## config.mk

```make
export PLATFORM = sky130hd
export DESIGN_NAME = issue_ctrl
export DESIGN_NICKNAME = d
export VERILOG_FILES = /design/src/rtl/issue_ctrl.sv
export SDC_FILE = /design/constraint.sdc
export NUM_CORES = 1
export LEC_CHECK = 0
export ABC_AREA = 0
export BUFFER_PORTS_ARGS = -buffer_cell sky130_fd_sc_hd__buf_2
export CAP_MARGIN = 20
export CORE_MARGIN = 1
export CORE_UTILIZATION = 29
export DETAILED_ROUTE_END_ITERATION = 8
export PLACE_DENSITY = 0.83
export SYNTH_ARGS = -nofsm -noshare
export SYNTH_HDL_FRONTEND = slang
export SYNTH_SLANG_ARGS = --single-unit
```

## constraint.sdc

```tcl
create_clock -name clk -period 1.1 [get_ports clk]
set_input_delay 0.055 -clock clk [delete_from_list [all_inputs] [get_ports clk]]
set_output_delay 0.055 -clock clk [all_outputs]
set_load 0.005 [all_outputs]
```

## src/rtl/issue_ctrl.sv

```systemverilog
// issue_ctrl: dual-issue scheduler between the instruction queue and the pipe0/pipe1 issue->ID2 registers.
//   Optional feature macro: ISSUE_PERF_CNT_EN enables the perf_dual/perf_single cycle counters.
//   Ports: clk, rst (sync, active-high), stall, flush (EX redirect), exception_flush,
//          q_valid[1:0] and q0_*/q1_* head/head+1 decode fields (rs, rt, wen, dst, br, mem, priv),
//          pop (entries consumed), q_flush, pipe_flush, iss0/iss1_valid, iss0/iss1_in_ds,
//          ds_pending, perf_dual, perf_single.
module issue_ctrl #(
    parameter bit DUAL_ISSUE = 1'b1,
    parameter bit MEM_DUAL   = 1'b0
) (
    input  logic        clk,
    input  logic        rst,
    input  logic        stall,
    input  logic        flush,
    input  logic        exception_flush,
    input  logic [1:0]  q_valid,
    input  logic [4:0]  q0_rs,
    input  logic [4:0]  q0_rt,
    input  logic        q0_wen,
    input  logic [4:0]  q0_dst,
    input  logic        q0_br,
    input  logic        q0_mem,
    input  logic        q0_priv,
    input  logic [4:0]  q1_rs,
    input  logic [4:0]  q1_rt,
    input  logic        q1_wen,
    input  logic [4:0]  q1_dst,
    input  logic        q1_br,
    input  logic        q1_mem,
    input  logic        q1_priv,
    output logic [1:0]  pop,
    output logic        q_flush,
    output logic        pipe_flush,
    output logic        iss0_valid,
    output logic        iss1_valid,
    output logic        iss0_in_ds,
    output logic        iss1_in_ds,
    output logic        ds_pending,
    output logic [31:0] perf_dual,
    output logic [31:0] perf_single
);
    typedef enum logic [1:0] {RUN = 2'd0, WAIT_DS = 2'd1} state_t;
    state_t state, state_n;
    logic flush_pend, flush_pend_n;
    logic hazard, pair_ok;
    logic unused_srcs;
    assign unused_srcs = ^{q0_rs, q0_rt};
    // $0 writes are discarded, so they never create a dependency
    assign hazard = q0_wen && q0_dst != 5'd0 &&
                    (q1_rs == q0_dst || q1_rt == q0_dst || (q1_wen && q1_dst == q0_dst));
    // slot1 has no HI/LO/CP0 path and may not hold a branch
    assign pair_ok = DUAL_ISSUE && q_valid[1] && !q1_br && !q1_priv &&
                     !(q0_mem && q1_mem && !MEM_DUAL) && !hazard;
    always_ff @(posedge clk) begin
        if (rst) begin
            state      <= RUN;
            flush_pend <= 1'b0;
        end else begin
            state      <= state_n;
            flush_pend <= flush_pend_n;
        end
    end
    always_comb begin
        state_n      = state;
        flush_pend_n = flush_pend;
        pop          = 2'd0;
        q_flush      = 1'b0;
        pipe_flush   = 1'b0;
        iss0_valid   = 1'b0;
        iss1_valid   = 1'b0;
        iss0_in_ds   = 1'b0;
        iss1_in_ds   = 1'b0;
        if (rst) begin
            state_n      = RUN;
            flush_pend_n = 1'b0;
        end else if (exception_flush) begin
            q_flush      = 1'b1;
            pipe_flush   = 1'b1;
            state_n      = RUN;
            flush_pend_n = 1'b0;
        end else if (stall) begin
            state_n = state;
        end else if (state == RUN) begin
            if (flush) begin
                q_flush    = 1'b1;
                pipe_flush = 1'b1;
            end else if (q_valid[0]) begin
                pop        = pair_ok ? 2'd2 : 2'd1;
                iss0_valid = 1'b1;
                iss1_valid = pair_ok;
                iss1_in_ds = pair_ok && q0_br;
                state_n    = (q0_br && !pair_ok) ? WAIT_DS : RUN;
            end
        end else if (q_valid[0]) begin
            // delay slot issues alone; a redirect seen meanwhile now drops the wrong path
            pop          = 2'd1;
            iss0_valid   = 1'b1;
            iss0_in_ds   = 1'b1;
            q_flush      = flush_pend || flush;
            flush_pend_n = 1'b0;
            state_n      = RUN;
        end else begin
            flush_pend_n = flush_pend || flush;
        end
    end
    assign ds_pending = !rst && state == WAIT_DS;
`ifdef ISSUE_PERF_CNT_EN
    logic [31:0] dual_cnt, single_cnt;
    always_ff @(posedge clk) begin
        if (rst) begin
            dual_cnt   <= 32'd0;
            single_cnt <= 32'd0;
        end else begin
            dual_cnt   <= dual_cnt + {31'd0, pop == 2'd2};
            single_cnt <= single_cnt + {31'd0, pop == 2'd1};
        end
    end
    assign perf_dual   = rst ? 32'd0 : dual_cnt;
    assign perf_single = rst ? 32'd0 : single_cnt;
`else
    assign perf_dual   = 32'd0;
    assign perf_single = 32'd0;
`endif
endmodule

```

# Word-level counts from Yosys, hierarchy flattened
# Cells that the tools add are included.
# classes
n_bitwise	2
add_sub_neg	0
n_shift	0
muxes	46
multipliers	0
order_cmp	0
n_reduce_logical	25
eq_ne	5
div	0
# op_table
operator	n
1-bit 2-to-1 mux	35
2-bit 2-to-1 mux	11
5-bit == test	3
1-bit logical AND	11
1-bit zero test	6
5-bit nonzero test	1
1-bit logical OR	3
3-bit AND reduction	1
2-bit by 1-bit == test with 1-bit output, second input constant	1
2-bit zero test	1
2-bit inequality test, second input constant	1
1-bit inverter	2
2-bit AND reduction	1
2-bit OR reduction	1
# totals
output_inout_bits	73
reg_bits	3
latch_bits	0
ramBits	0
romBits	0
mem_count	0

# Depth between registers and ports, before layout
# Gate-level depths: netlist (run 1).
# logic_depth
depth_word	13
depth_mapped	7
mapped_depth_nobuf	5

# Worst setup path after synthesis (run 1)
# OpenSTA, ideal clock, no wires.
# synth_path
path_type	input port to output port
startpoint	input port q0_dst[1]
endpoint	output port pop[1]
required_ns	1.045
stages	4
setup_slack_ns	-0.098
t_arrival_ns	1.143
cell_sequence	or4_4 -> o221a_4 -> nor2_1 -> buf_4
# synth_between
elab_chain_len	13
elab_cells_between_ends	18
# synth_lines
item	line_no	rtl
start: declaration	20	input logic [4:0] q0_dst,
5-bit == test	50	(q1_rs == q0_dst || q1_rt == q0_dst || (q1_wen && q1_dst == q0_dst));
1-bit logical OR / 1-bit logical AND (equally long branches)	50	
1-bit logical OR	50	
1-bit logical AND *	49	assign hazard = q0_wen && q0_dst != 5'd0 &&
1-bit zero test *	53	!(q0_mem && q1_mem && !MEM_DUAL) && !hazard;
1-bit logical AND *	53	
2-bit 2-to-1 mux *	88	pop = pair_ok ? 2'd2 : 2'd1;
2-bit 2-to-1 mux *	87	end else if (q_valid[0]) begin
2-bit 2-to-1 mux *	84	if (flush) begin
2-bit 2-to-1 mux *	83	end else if (state == RUN) begin
2-bit 2-to-1 mux *	81	end else if (stall) begin
2-bit 2-to-1 mux *	76	end else if (exception_flush) begin
2-bit 2-to-1 mux *	73	if (rst) begin
end: declaration	31	output logic [1:0] pop,
# Mark *: on every way between the ends. The rest lies on a longest branch, timed or not.

# Worst setup path after layout (run 1)
# layout_path
startpoint	input port q0_dst[3]
endpoint	output port pop[0]
# Same word-level chain as after synthesis.

==> results of run 1 <==
-- stage by stage --
| step | util | cells | instance area [um2] | TNS (ps) |
|---|---|---|---|---|
| after floorplan | - | 189 | 1200 | -83.2 |
| after global placement | 0.337 | 219 | 1040 | -1310 |
| after detailed placement | 0.337 | 219 | 1040 | -1400 |
| after CTS | 0.383 | 224 | 1180 | -1230 |
| after global routing | 0.409 | 225 | 1260 | -1660 |
| final | 0.409 | 225 | 1260 | -1260 |
-- power by group through the flow --
| stage | clock network (W) | registers (W) | logic, W |
|---|---|---|---|
| 2_1_floorplan | 0 | 0.0000747 | 0.000317 |
| 3_3_place_gp | 0 | 0.0000755 | 0.000265 |
| 3_5_place_dp | 0 | 0.0000756 | 0.000269 |
| 4_1_cts | 0.000177 | 0.0000721 | 0.000311 |
| 5_1_grt | 0.000184 | 0.0000723 | 0.000387 |
| 6_report | 0.000171 | 0.0000723 | 0.000348 |
-- cells in the mapped netlist --
cell type | count | area [um2]
buf_4 | 65 | 488
xnor2_1 | 13 | 114
nor2_1 | 10 | 37.5
nand2_1 | 4 | 15.0
nand3_1 | 4 | 20.0
nor2b_1 | 3 | 18.8
a21oi_1 | 2 | 10.0
and3_1 | 2 | 12.5
dfxtp_1 | 2 | 40.0
nor3_1 | 2 | 10.0
xor2_1 | 2 | 17.5
a2111oi_0 | 1 | 8.76
a2111oi_2 | 1 | 15.0
a21boi_0 | 1 | 7.51
a22oi_1 | 1 | 7.51
a31oi_1 | 1 | 6.26
buf_6 | 1 | 11.3
clkbuf_1 | 1 | 3.75
conb_1 | 1 | 3.75
inv_1 | 1 | 3.75
nand2b_1 | 1 | 6.26
nand4_1 | 1 | 6.26
nor3_2 | 1 | 10.0
nor3b_2 | 1 | 12.5
o221a_4 | 1 | 20.0
o221ai_2 | 1 | 15.0
o22ai_2 | 1 | 12.5
or4_4 | 1 | 11.3
-- how the worst max path moves through the flow --
stage	endpoint	cells after the start	from
finish	pop[0]	6	q0_dst[3]
global route	pop[0]	6	q0_dst[3]
CTS	iss1_in_ds	5	q0_dst[3]
detailed placement	pop[0]	6	q0_dst[1]
global placement	iss1_in_ds	5	q0_dst[1]
floorplan	pop[1]	4	q0_dst[1]
-- registers in the layout, indices dropped and copies added, names as in the netlist --
register / count
state: 1
flush_pend: 1
-- area by class of cell --
| type | count | area [um2] |
|---|---|---|
| fillers | 336 | 1820 |
| multi-input cells | 119 | 777 |
| repair buffers | 56 | 355 |
| well taps | 44 | 55.1 |
| flip-flops and latches | 2 | 43.8 |
| clock buffers | 3 | 22.5 |
| inverters | 1 | 3.75 |
-- cell families after synthesis --
logic type | share of synthesized area
AOI/OAI and AO/OA | 0.109
xor gates and xnor gates | 0.139
buffers and inverters | 0.536
DFF | 0.0424
other | 0.00397
and+or+nand+nor | 0.170
-- routing by layer --
layer  track usage  share of wire  vias to the layer above
met3        0.0175          0.098                        4
met4        0.0306          0.019                        0
met1        0.0882           0.30                      351
met2         0.211           0.58                       67
met5             0              0                        -
li1              -              -                      394
-- timing repair --
| item | 4_1_cts | 5_1_grt |
|---|---|---|
| endpoints found under the setup margin | 10 | 9 |
| pin swaps | 16 | 10 |
| setup buffers | 2 | 1 |
| resized for setup | 20 | 15 |
-- critical path, stage by stage --
cell and delay, ps:
buf_6 100, or4_4 530, buf_4 160, o221ai_4 230, a21boi_2 80, buf_2 130
==> results.md, run 1 <==
- Syn_area_per_cell: around 7.5 um2
- Final Skew: 2.36 ps
- Initial DRC Count: 25
- Starting Density: 0.307
- Syn Inst Count: approximately 130
- Worst Path Max Fanout: 3
- Critical Path Start Type: input pin
- H-tree depth: 1
- Die area: between 0.003 and 0.004 mm2
- Post-place setup slack: -347 ps
- Final Max Tran Viols: 0
- Sw frac: 0.395
- Max-cap violations: 0
- Diodes inserted: 0
- Core Region: 0.00308 mm2
- Tot Pwr: 0.000592 W
- Cell row count: 20
- Port Buffers: 42
- Hold depth: 2
- Hold WS: roughly 77 ps
- Pre-antenna DRT Iters: 4
- Critical path data required time: around 1000 ps
- CTS hold repair buffers: 0
- Root Driver: clkbuf_4
- Longest Clk Path Bufs: 2
- Pin count of the biggest net entering global routing: 7
- GRT Overall Usage: 0.0977
- P_int: approximately 0.00036 W
- DRT antenna net count: 0
- Crit path DAT: 1280 ps
- Final Hold Vio Count: 0
- Status: finished, violations left
- Comb power frac: 0.588
- Die Wd: between 50 and 60 um
- Vias in the first global route: 612
- Sequential share of power: 0.122
- CTS Buf Count: 3
- Critical register-to-register path startpoint: state[0]
- Power Dens Cells: about 470 mW/mm2
- Setup Viol. Count Final: 8
- Area growth from synthesis to layout: 33.1%
- Chip Height: between 50 and 60 um
- Worst setup EP type: output pin
- Clk slew on worst S/H paths: 30 ps
- Synthesized cell area: around 940 um2
- Initial antenna violation count: 0
- Count of cell types in the netlist: 28
- Most frequent cells in the layout: 64 x conb_1, 38 x buf_2, 10 x buf_4, 8 x xnor2_2, 8 x buf_6
- Leakage: about 0.68 nW
- Post-synthesis register bit count: 2
- Fmax: between 700 and 800 MHz
- Final worst slack: -238 ps
- Clk_lat worst skew: about 230 ps
- Drt wl/cell: approximately 8.7 um
- Maximum vdd drop: 0.000205 V
- Layout Nets: roughly 230
- CTS tree: yes
- Clock share of power: 0.290
- Critical path class: input pin to output pin
- HP Class: input pin to register
- Vias per cell: roughly 3.6
- Hold-critical path endpoint: state[0]
- GPL Wtd Cong: just under 0.8
- RSZ-0062 raised after global routing: true
- Failing checks: negative setup slack
- Most common cell after layout, fill and taps aside: conb_1
- Ys Warns: 0
- Grt ovf: 0
- I/O pin count: between 100 and 150
- # DRC: 0
- Final Cycle Share: 1.22
- Reg-to-reg critical path endpoint: state[0]
- Global-route wire length before repair: ~2500 um
- Hold path startpoint: exception_flush
- HPWL Detailed: 1550 um
- Flop2flop setup slack: ~20 ps
- Switching pwr: approximately 0.00023 W
- Share of cells above drive strength 1: 0.464
- Sinks on Clock Net: 2
- WL final: between 1500 and 2000 um
- Vias: roughly 800
- Min Tclk post-route: between 1000 and 1500 ps
- R2R cell count: 4
- Seq/Total Area, Yosys: 0.0424
(Power assumes the default switching activity.)
==> run 2, diff against run 1 <==
--- a/config.mk
+++ b/config.mk
@@ -8,10 +8,13 @@
 export ABC_AREA = 0
 export BUFFER_PORTS_ARGS = -buffer_cell sky130_fd_sc_hd__buf_2
 export CAP_MARGIN = 20
+export CELL_PAD_IN_SITES_DETAIL_PLACEMENT = 2
+export CELL_PAD_IN_SITES_GLOBAL_PLACEMENT = 2
 export CORE_MARGIN = 1
-export CORE_UTILIZATION = 29
+export CORE_UTILIZATION = 13
 export DETAILED_ROUTE_END_ITERATION = 8
-export PLACE_DENSITY = 0.83
+export PLACE_DENSITY = 0.85
+export SETUP_SLACK_MARGIN = 0.1
 export SYNTH_ARGS = -nofsm -noshare
 export SYNTH_HDL_FRONTEND = slang
 export SYNTH_SLANG_ARGS = --single-unit
==> run 2 against run 1 <==
Highest routed layer unchanged. Critical path type unchanged. Register-to-register slack better by 20 ps. Non-clock buffer count down 4. Maximum frequency about the same. Largest power group unchanged. Worst setup slack about the same. Clock skew up 3.1 ps. Utilization down 22 points. Total power up 17%. The flow still finishes with violations (negative setup slack). Design area up 2.4%. Via count up 0.25%. Sequential cell count unchanged. Sequential power about the same.
==> results.md, run 2 (same netlist as run 1, synthesis figures left out) <==
- Leakage: roughly 0.63 nW
- M2 GR Usage: 0.119
- Largest regs: flush_pend x1, state x1
- Switching pwr: around 0.00025 W
- Critical path class: input pin to output pin
- CP startpoint: q0_dst[2]
- Worst setup EP type: output pin
- P_int: roughly 0.00045 W
- Critical Path Start Type: input pin
- Critical path cell sequence: buf_8 -> or4_4 -> o221a_4 -> nor3b_2 -> buf_2
- Critical register-to-register path startpoint: state[0]
- Drt wl/cell: 9.28 um
- Final Max Tran Viols: 0
- CTS Buf Count: 3
- Final Skew: 5.49 ps
- GPL Wtd Cong: around 0.63
- Worst Path Max Fanout: 4
- H-tree depth: 1
- Clock share of power: 0.428
- Setup Viol. Count Final: 7
- Hold WS: ~140 ps
- Failing checks: negative setup slack
- Vias per cell: about 3
- Die area: between 0.007 and 0.008 mm2
- TNS Setup: -1120 ps
- Met3 usage: 0.0218
- Area growth from synthesis to layout: 36.3%
- GRT Overall Usage: 0.0629
- RSZ-0062 raised after global routing: true
- Share of cells above drive strength 1: 0.429
- Gr busiest metal: met2
- Global-route wire length before repair: 3680 um
- Power Dens Cells: 538 mW/mm2
- Vias in the first global route: 800
- Max incr delay on CP: 540 ps
- Multi-input gate area: 754 um2
- Pin count of the biggest net entering global routing: 7
- Min Tclk post-route: 1340 ps
- Status: finished, violations left
- Diodes inserted: 0
- Root Driver: clkbuf_8
- Final worst slack: -238 ps
- Critical path data required time: around 1000 ps
- HP Class: input pin to register
- # DRC: 0
- DRT antenna net count: 0
- Max-cap violations: 0
- Clk slew on worst S/H paths: ~30 ps
- Core Region: ~0.007 mm2
- Sw frac: 0.358
- Filler cells: 883
- Pre-antenna DRT Iters: 2
- Slowest-stage cell, CP: or4_4
- Vias: just over 800
- Clk_lat worst skew: approximately 220 ps
- Fmax: approximately 750 MHz
- Longest Clk Path Bufs: 2
- Most common cell after layout, fill and taps aside: conb_1
- Crit path DAT: around 1300 ps
- Starting Density: 0.137
- I/O pin count: 118
- Chip Height: between 80 and 90 um
- Hold path startpoint: exception_flush
- Finished Core Util: 0.186
- Layout Nets: 224
- Initial DRC Count: 6
- Die Wd: 87.2 um
- Comb power frac: 0.467
- Met1 usage: 0.0629
- Most frequent cells in the layout: 64 x conb_1, 40 x buf_2, 11 x xnor2_1, 8 x nor2_1, 7 x buf_6
- Final Hold Vio Count: 0
- Port Buffers: 42
- WL final: approximately 2500 um
- Final Cycle Share: 1.22
- CTS hold repair buffers: 0
- Sequential share of power: 0.105
- CTS tree: yes
- Sinks on Clock Net: 2
- Initial antenna violation count: 0
- Tot Pwr: 0.000693 W
- Storage cell area: between 40 and 50 um2
- Cell row count: 30
- Grt ovf: 0
- Maximum vdd drop: around 0.00017 V
- HPWL Detailed: about 2200 um
==> run 2: final timing paths <==
kind | end | slack (ps) | cells past startpoint
setup reg to reg | state[0] | 40 | 4
setup / recovery | iss1_in_ds | -240 | 5
hold reg to reg | flush_pend | 640 | 2
hold / removal | state[0] | 140 | 2
==> run 2: layout make-up <==
cell class	instances	share of cell area
Multi-Input combinational cell	119	0.586
Timing Repair Buffer	52	0.252
Tap cell	96	0.0933
Sequential cell	2	0.0340
Clock buffer	3	0.0321
Inverter	1	0.00292
==> run 2: per-layer routing <==
metal | vias up | part of all wire
met5 | - | 0
met4 | 0 | 0.0051
met3 | 2 | 0.13
met2 | 71 | 0.53
met1 | 360 | 0.33
li1 | 385 | -
==> run 2: power by group through the flow <==
stage	clock network (W)	logic [W]	registers (W)
global route	0.000319	0.000363	0.0000725
global placement	0	0.000262	0.0000756
CTS	0.000313	0.000300	0.0000722
detailed placement	0	0.000269	0.0000756
floorplan	0	0.000318	0.0000748
finish	0.000297	0.000324	0.0000725
==> run 2: what timing repair did <==
| item | 4_1_cts | 5_1_grt |
|---|---|---|
| cloned | 0 | 0 |
| setup buffers | 3 | 2 |
| gates resized for setup | 18 | 14 |
| setup endpoints to repair | 11 | 11 |
| pin swaps | 11 | 8 |
| endpoints found under the hold margin | 0 | 0 |
==> run 2: critical path, delay by kind of cell <==
family	cells	cell delay (ps)
and+or+nand+nor	2	690
AOI/OAI and AO/OA	1	300
buffers and inverters	2	230
==> run 2: per-stage QoR <==
step           cells  worst slack (ps)  instance area (um2)
6_report         273              -238                 1290
5_1_grt          273              -321                 1290
4_1_cts          272              -269                 1200
3_5_place_dp     266              -344                 1070
3_3_place_gp     266              -278                 1070
2_1_floorplan    189             -45.2                 1210
